File: src/rtl/pipeline_controller_pkg.sv
// Shared types and defaults for the pipeline sequencer.
// Latency: n/a (types and constants only).
// Backpressure: n/a.
package pipeline_ctrl_pkg;

  localparam int STATE_W = 3;

  localparam int RESET_FLUSH_CYCLES_DEF = 2;
  localparam int DRAIN_CYCLES_DEF       = 3;

  typedef enum logic [STATE_W-1:0] {
    ST_RST_FLUSH = 3'd0,
    ST_RUN       = 3'd1,
    ST_DRAIN     = 3'd2,
    ST_HALTED    = 3'd3,
    ST_STEP      = 3'd4
  } pipe_state_e;

endpackage

File: src/rtl/pipeline_controller_perf_counter.sv
// Free-running event counter with synchronous reset and increment enable.
// Latency: count reflects an increment one cycle after inc is sampled.
// Backpressure: none; wraps modulo 2^CNT_W.
module perf_counter #(
  parameter int CNT_W = 32
) (
  input  logic             clk,
  input  logic             rst,
  input  logic             inc,
  output logic [CNT_W-1:0] count
);

  // Count enabled events, clear on reset
  always_ff @(posedge clk) begin
    if (rst) begin
      count <= '0;
    end else if (inc) begin
      count <= count + CNT_W'(1);
    end
  end

endmodule

File: src/rtl/pipeline_controller.sv
// Sequencer merging hazard, memory-wait, reset-flush and host run/halt/step into stage enables/flushes.
// Latency: state registered; enables/flushes combinational from state and inputs (zero-cycle).
// Backpressure: mem_busy_i freezes every stage register; PERF_CNT_EN adds cycle/stall counters.
module pipeline_controller
  import pipeline_ctrl_pkg::*;
#(
  parameter int RESET_FLUSH_CYCLES = RESET_FLUSH_CYCLES_DEF,
  parameter int DRAIN_CYCLES       = DRAIN_CYCLES_DEF,
  parameter int CNT_W              = 32
) (
  input  logic               clk_i,
  input  logic               rst_i,
  input  logic               halt_req_i,
  input  logic               resume_req_i,
  input  logic               step_req_i,
  input  logic               hz_pc_write_en_i,
  input  logic               hz_if_id_write_en_i,
  input  logic               hz_if_id_flush_i,
  input  logic               hz_id_ex_flush_i,
  input  logic               mem_busy_i,
  output logic               pc_write_en_o,
  output logic               if_id_write_en_o,
  output logic               id_ex_write_en_o,
  output logic               ex_mem_write_en_o,
  output logic               mem_wb_write_en_o,
  output logic               if_id_flush_o,
  output logic               id_ex_flush_o,
  output logic               ex_mem_flush_o,
  output logic               mem_wb_flush_o,
  output logic               halted_o,
`ifdef PERF_CNT_EN
  output logic [CNT_W-1:0]   cycle_cnt_o,
  output logic [CNT_W-1:0]   stall_cnt_o,
`endif
  output logic [STATE_W-1:0] state_o
);

  // One shared down-counter serves both the reset flush and the drain
  localparam int CTR_MAX = (RESET_FLUSH_CYCLES > DRAIN_CYCLES) ? RESET_FLUSH_CYCLES : DRAIN_CYCLES;
  localparam int CTR_W   = $clog2(CTR_MAX + 1);

  pipe_state_e      state;
  logic [CTR_W-1:0] cnt;
  logic             halt_pend;
  logic             halt_ok;

  // A halt is only accepted when the front end can advance cleanly, so nothing in IF/ID is lost
  assign halt_ok = (halt_req_i | halt_pend) & hz_pc_write_en_i & ~hz_if_id_flush_i & ~mem_busy_i;

  // State, shared counter and pending-halt flag
  always_ff @(posedge clk_i) begin
    if (rst_i) begin
      state     <= ST_RST_FLUSH;
      cnt       <= CTR_W'(RESET_FLUSH_CYCLES);
      halt_pend <= 1'b0;
    end else begin
      case (state)
        ST_RST_FLUSH: begin
          cnt <= cnt - CTR_W'(1);
          if (cnt == CTR_W'(1)) state <= ST_RUN;
        end
        ST_RUN: begin
          if (halt_ok) begin
            state     <= ST_DRAIN;
            cnt       <= CTR_W'(DRAIN_CYCLES);
            halt_pend <= 1'b0;
          end else if (halt_req_i) begin
            halt_pend <= 1'b1;
          end
        end
        ST_DRAIN: begin
          // Busy cycles retire nothing, so they do not count toward the drain
          if (!mem_busy_i) begin
            cnt <= cnt - CTR_W'(1);
            if (cnt == CTR_W'(1)) state <= ST_HALTED;
          end
        end
        ST_HALTED: begin
          if (resume_req_i)    state <= ST_RUN;
          else if (step_req_i) state <= ST_STEP;
        end
        ST_STEP: begin
          if (!mem_busy_i) begin
            state <= ST_DRAIN;
            cnt   <= CTR_W'(DRAIN_CYCLES);
          end
        end
        default: begin
          state     <= ST_RST_FLUSH;
          cnt       <= CTR_W'(RESET_FLUSH_CYCLES);
          halt_pend <= 1'b0;
        end
      endcase
    end
  end

  // Per-stage enables and flushes from current state and live hazard/memory inputs
  always_comb begin
    pc_write_en_o     = 1'b0;
    if_id_write_en_o  = 1'b0;
    id_ex_write_en_o  = 1'b0;
    ex_mem_write_en_o = 1'b0;
    mem_wb_write_en_o = 1'b0;
    if_id_flush_o     = 1'b0;
    id_ex_flush_o     = 1'b0;
    ex_mem_flush_o    = 1'b0;
    mem_wb_flush_o    = 1'b0;
    halted_o          = 1'b0;
    case (state)
      ST_RST_FLUSH: begin
        id_ex_write_en_o  = 1'b1;
        ex_mem_write_en_o = 1'b1;
        mem_wb_write_en_o = 1'b1;
        if_id_flush_o     = 1'b1;
        id_ex_flush_o     = 1'b1;
        ex_mem_flush_o    = 1'b1;
        mem_wb_flush_o    = 1'b1;
      end
      ST_RUN, ST_STEP: begin
        // While busy everything freezes; hazard flushes re-assert once busy clears
        if (!mem_busy_i) begin
          pc_write_en_o     = hz_pc_write_en_i;
          if_id_write_en_o  = hz_if_id_write_en_i;
          id_ex_write_en_o  = 1'b1;
          ex_mem_write_en_o = 1'b1;
          mem_wb_write_en_o = 1'b1;
          if_id_flush_o     = hz_if_id_flush_i;
          id_ex_flush_o     = hz_id_ex_flush_i;
        end
      end
      ST_DRAIN: begin
        // Front end stops fetching but a branch resolving in EX must still redirect the PC
        if (!mem_busy_i) begin
          pc_write_en_o     = hz_if_id_flush_i;
          if_id_flush_o     = hz_if_id_flush_i;
          id_ex_write_en_o  = 1'b1;
          id_ex_flush_o     = 1'b1;
          ex_mem_write_en_o = 1'b1;
          mem_wb_write_en_o = 1'b1;
        end
      end
      ST_HALTED: begin
        halted_o = 1'b1;
      end
      default: ;
    endcase
  end

  assign state_o = state;

`ifdef PERF_CNT_EN
  logic cycle_inc;
  logic stall_inc;

  assign cycle_inc = (state == ST_RUN) | (state == ST_STEP) | (state == ST_DRAIN);
  assign stall_inc = ((state == ST_RUN) | (state == ST_STEP)) & (mem_busy_i | ~hz_pc_write_en_i);

  perf_counter #(.CNT_W(CNT_W)) u_cycle_cnt (
    .clk   (clk_i),
    .rst   (rst_i),
    .inc   (cycle_inc),
    .count (cycle_cnt_o)
  );

  perf_counter #(.CNT_W(CNT_W)) u_stall_cnt (
    .clk   (clk_i),
    .rst   (rst_i),
    .inc   (stall_inc),
    .count (stall_cnt_o)
  );
`endif

endmodule

File: config.mk
export PLATFORM = sky130hd
export DESIGN_NAME = pipeline_controller
export DESIGN_NICKNAME = d
export VERILOG_FILES = /design/src/rtl/pipeline_controller_pkg.sv /design/src/rtl/pipeline_controller_perf_counter.sv /design/src/rtl/pipeline_controller.sv
export SDC_FILE = /design/constraint.sdc
export NUM_CORES = 1
export LEC_CHECK = 0
export ABC_AREA = 1
export CORE_AREA = 5 5 42 44
export DETAILED_ROUTE_END_ITERATION = 7
export DIE_AREA = 0 0 47 49
export PLACE_DENSITY = 0.79
export SYNTH_ARGS = -nofsm -noshare
export SYNTH_HDL_FRONTEND = slang
export SYNTH_SLANG_ARGS = --single-unit
File: constraint.sdc
create_clock -name clk_i -period 3.55 [get_ports clk_i]
set_clock_uncertainty 0.1 [all_clocks]
set_input_delay 0.5325 -clock clk_i [delete_from_list [all_inputs] [get_ports clk_i]]
set_output_delay 0.5325 -clock clk_i [all_outputs]
set_load 0.01 [all_outputs]
==> flow_summary.toml, run 1 <==
[run_status]
outcome = "complete, no violations"

[synthesis]
ys_ff_latch = 6
yosysWarnings = 0
syn_avg_cell_area_sq_um = 6.006
ys_types = 22
syn_inst = 90
syn_nets = 101
syn-cell-area_sq_um = 540.5
ys_seq_area_share_pct = 22.22

[detailed_routing]
antenna_left = 0
routed_via_density = 4.480
dr.pass1.iters = 4
drt-total-wl_um = 1173
drt_iter0_drc = 11
dr_total_vias = 569
wl_per_cell_um = 9.236
drc_errors = 0

[clocking]
cts.sinks = 6
cts_tree = "done"
postCtsHoldBufs = 0
postCtsSetupBuffers = 0
cts_resized = 0
clkLatencyLatePin_ns = 0.24
cts.path.max_buffers = 2
cts_made_buffers = 3
ctsHtreeMaxLevel = 1
clk_pin_slew_ns = 0.04
root_buffer = "clkbuf_4"

[final_layout]
fill_cells = 148
drive_gt1_share_pct = 13.51
layout.nets = 124
post-route-util_pct = 55.18
area_growth_syn_to_layout_pct = 43.06
num_antenna_cells = 0

[run]
cap_violations = 0

[place]
dp_slack_ns = 0.9754
io_buffers = 22
hpwl_um = 950
gp_congestion = 0.7972

[global_routing]
grt_max_degree = 10
grt_use_total_pct = 11.61
grt_pass1_vias = 499
grt_pass1_wl_um = 1945
antenna_found_initial = 0
gr-total-overflow = 0

[critical_path]
critPathLaunchType = "input port"
endpoint_kind = "output pin"
required_ns = 2.92
cp_max_fo = 4
critPathKind = "in -> out"
worstPathArrival_ns = 1.92

[timing]
setup_viol = 0
setup_ws_ns = 0.9926
finalSetupTns_ns = 0
max_slew_margin_pct = 75.93
worstMarginPinSlew_ns = 0.3606
rsz0062_at_grt = "false"
max_freq_ghz = 0.3910
hold_viol_final = 0
min_period_ns = 2.557
post-route-period-util_pct = 72.04
holdWs_ns = 0.3529
finalMaxSlewViolations = 0

[die]
rows = 14
start_util_pct = 38.57
io_pins = 23
fp.dieW_um = 47
die_h_um = 49
die-area_sq_mm = 0.002303
coreArea_sq_mm = 0.001401

[power_and_ir_drop]
vdd_ir_drop_max_v = 0.0004204
p_total_mw = 0.7952
p_leak_nw = 0.4090
p_per_area_mw_per_mm2 = 1028

[min_path]
hold_class = "reg -> reg"
## worst max-delay path: stages
cell,delay [ns]
clkdlybuf4s50_1,0.57
inv_1,0.08
o21ai_1,0.17
inv_1,0.08
clkdlybuf4s50_1,0.48
## layer usage
layer | vias up | global-route usage, % | wire length (um)
met5 | - | 0 | 0
met4 | 0 | 8.295 | 37
met3 | 5 | 3.690 | 137
met2 | 22 | 16.29 | 458
met1 | 229 | 14.25 | 539
li1 | 313 | - | -
## cell families (layout without fill, tap and decap cells)
| kind of cell | count (synthesis) | count (layout) | share of synthesized area, % |
|---|---|---|---|
| adder cells (fa/ha/maj) | 1 | 1 | 2.314 |
| buffers and inverters | 25 | 46 | 20.60 |
| AND/OR/NAND/NOR | 51 | 51 | 46.99 |
| flip-flops | 6 | 6 | 22.22 |
| AO/OA/AOI/OAI | 7 | 7 | 7.868 |
## synthesized netlist by cell type, drive strengths merged
library cell	count	area, sq um
inv	21	81.33
nand2	21	93.84
nor2	21	93.84
dfxtp	6	120.1
nand3	6	47.55
buf	4	30.03
o21ai	4	20.01
nand4	2	12.51
a21oi	1	5.000
a32o	1	10.01
ha	1	12.51
o211ai	1	7.510
or2	1	6.260
## metrics by stage
| stage | cell area, sq um | instances |
|---|---|---|
| after global routing | 773.2 | 127 |
| after floorplan | 540.5 | 90 |
| after global placement | 750.7 | 124 |
| final | 773.2 | 127 |
| after CTS | 773.2 | 127 |
| after detailed placement | 750.7 | 124 |
## where the power goes
part | internal (mW) | total, mW | switching [mW]
clock | 0.0382 | 0.0619 | 0.0237
combinational | 0.292 | 0.600 | 0.308
sequential | 0.0961 | 0.133 | 0.0373
## cells in the final DEF (no fill, tap or decap)
cell and instances:
or2_0 1, dfxtp_1 6, nand3_2 1, inv_4 1, a21oi_1 1, nor2_1 17
nand3_1 4, nand2_2 3, nand3_4 1, inv_1 19, o211ai_1 1, clkbuf_4 3
nand2_1 17, ha_1 1, nand4_1 2, nor2_4 1, inv_2 1, o21ai_0 3
nand2_4 1, clkdlybuf4s50_1 22, nor2_2 3, o21ai_1 1, a32o_1 1
## worst paths after layout
path	from	endpoint	slack, ns	cells past startpoint
worst min-delay path	cnt[1]$_SDFFE_PP1P_	cnt[1]$_SDFFE_PP1P_	0.35	2
worst min register to register	cnt[1]$_SDFFE_PP1P_	cnt[1]$_SDFFE_PP1P_	0.35	2
worst max register to register	state_o[1]$_SDFFE_PP0P_	state_o[1]$_SDFFE_PP0P_	2.11	7
worst max-delay path	mem_busy_i	mem_wb_write_en_o	0.99	5
## flip-flops by register name (all words and copies together) (netlist names)
register	cells
halt_pend	1
cnt	2
state_o	3
## area by class of cell
| class | instances | area (sq um) | share of cell area (%) |
|---|---|---|---|
| multi-input cells | 59 | 309.0 | 39.97 |
| repair buffers | 22 | 220.2 | 28.48 |
| flip-flops and latches | 6 | 120.1 | 15.53 |
| inverters | 21 | 81.33 | 10.52 |
| clock buffers | 3 | 22.52 | 2.913 |
| well taps | 16 | 20.02 | 2.589 |
(Power assumes the default switching activity.)
==> run 2: changes to the inputs <==
- CORE_AREA: 5 5 42 44 -> not set
- CORE_MARGIN: not set -> 5
- CORE_UTILIZATION: not set -> 36
- DIE_AREA: 0 0 47 49 -> not set
- PLACE_DENSITY: 0.79 -> 0.74
- clock period: 3.55 -> 2.12 ns (I/O delays scaled with it)
==> run 2 against run 1 <==
Effect of this change: wire length up 8.5%; sequential share of layout area fell by 0.54 points; critical path depth fell by 1; clock power is 70% higher; combinational power rose by 70%; final cell count rose by 3.1%; die area increased by 3.2%; utilization shrank 0.16 points; sequential cell count did not move; non-clock buffer count is 4 higher; final area is 4.7% higher; hold slack better by 0.023 ns; critical endpoint is now pc_write_en_o; highest routed layer unchanged.
==> flow_summary.toml, run 2 (synthesis gave the netlist of run 1 again) <==
[run_status]
outcome = "complete, no violations"

[detailed_routing]
drt_iter0_drc = 6
dr_total_vias = 605
drt-total-wl_um = 1273
drc_errors = 0
dr.pass1.iters = 4
wl_per_cell_um = 9.718
antenna_left = 0
routed_via_density = 4.618

[final_layout]
largest_reg_flops = 3
stdcell_area_sq_um = 809.5
layout.nets = 128
num_antenna_cells = 0
area_growth_syn_to_layout_pct = 49.77
final_cell_mix = "inv_1, clkdlybuf4s50_1, nand2_1, nor2_1"
final_common_cell = "inv_1"
drive_gt1_share_pct = 20.87

[die]
die_h_um = 48.75
rows = 14
start_util_pct = 36.73
coreArea_sq_mm = 0.001471
fp.dieW_um = 48.75
die-area_sq_mm = 0.002377
io_pins = 23

[critical_path]
slowest_stage = "clkdlybuf4s50_1"
cp_num_buf_inv = 2
critPathLaunchType = "input port"
critPathKind = "in -> out"
cp_cell_sequence = "clkdlybuf4s50_1, nor2_1, a32o_1, clkdlybuf4s50_1"
cp_max_fo = 4
required_ns = 1.70
critical-path-max-stage-delay_ns = 0.53
endpoint_kind = "output pin"
worstPathArrival_ns = 1.65
critPathTopFamily = "buffers and inverters"
cp_common_cell = "clkdlybuf4s50_1"

[place]
hpwl_um = 1058
io_buffers = 22
placedInstanceArea_sq_um = 780.7
gp_congestion = 0.7876

[timing]
max_freq_ghz = 0.4843
setup_viol = 0
rsz0062_at_grt = "false"
holdWs_ns = 0.3760
finalMaxSlewViolations = 0
max_slew_margin_pct = 87.19
min_period_ns = 2.065
post-route-period-util_pct = 97.40
hold_viol_final = 0
finalSetupTns_ns = 0
worstMarginPinSlew_ns = 0.1914

[clocking]
root_buffer = "clkbuf_4"
cts.sinks = 6
cts.path.max_buffers = 2
cts_made_buffers = 3
ctsHtreeMaxLevel = 1
postCtsSetupBuffers = 0
clkLatencyLatePin_ns = 0.24
cts_tree = "done"
clk_pin_slew_ns = 0.05

[global_routing]
gr-total-overflow = 0
grt_use_total_pct = 12.05
grt_max_degree = 7
antenna_found_initial = 0
grt_pass1_vias = 544
grt_pass1_wl_um = 2359

[power_and_ir_drop]
p_leak_nw = 0.4406
p_per_area_mw_per_mm2 = 1650
vdd_ir_drop_max_v = 0.0007035

[min_path]
hold_class = "reg -> reg"

[run]
cap_violations = 0
[run 2: area by class of cell]
| cell class | count | area, sq um |
|---|---|---|
| Fill cell | 154 | 661.9 |
| Multi-Input combinational cell | 59 | 316.6 |
| Timing Repair Buffer | 26 | 247.7 |
| Sequential cell | 6 | 121.4 |
| Inverter | 21 | 81.33 |
| Clock buffer | 3 | 22.52 |
| Tap cell | 16 | 20.02 |
[run 2: per-layer routing]
metal / vias up / wire [um] / part of all wire, % / track usage (%)
met4: 0 / 21 / 1.6 / 5.381
li1: 322 / - / - / -
met2: 17 / 548 / 43 / 17.39
met3: 4 / 81 / 6.4 / 3.988
met1: 262 / 622 / 49 / 16.02
met5: - / 0 / 0 / 0
[run 2: path summary, 6_finish.rpt]
kind	from	end	cells after the start	slack, ns
min	cnt[1]$_SDFFE_PP1P_	cnt[1]$_SDFFE_PP1P_	2	0.38
max	mem_busy_i	pc_write_en_o	4	0.06
max reg2reg	state_o[1]$_SDFFE_PP0P_	state_o[1]$_SDFFE_PP0P_	8	0.73
min reg2reg	cnt[1]$_SDFFE_PP1P_	cnt[1]$_SDFFE_PP1P_	2	0.38
[run 2: through the flow]
stage                     setup slack (ns)  power, mW  util [%]  cells
after global placement             0.07620      1.278     53.06    128
after floorplan                     0.4118     0.8978         -     90
final                              0.05510      1.336     55.02    131
after CTS                         0.006802      1.359     54.68    131
after detailed placement           0.05398      1.287     53.06    128
after global routing              0.001302      1.480     55.02    131
[run 2: worst register-to-register path: cells and delay by family, from the launching register on]
family	cells	cell delay, ns
DFF	1	0.38
buffers and inverters	1	0.18
and+or+nand+nor	7	0.63
[run 2: report_power, final]
part           internal [mW]  leakage [nW]  switching (mW)  total (mW)
Clock                 0.0640        0.0138          0.0406       0.105
Combinational          0.476         0.377           0.549        1.02
Sequential             0.163        0.0500          0.0437       0.206
[run 2: what timing repair did]
| item | 4_1_cts | 5_1_grt |
|---|---|---|
| setup endpoints to repair | 5 | 2 |
| resized for setup | 8 | 2 |
| hold buffers | 0 | 0 |
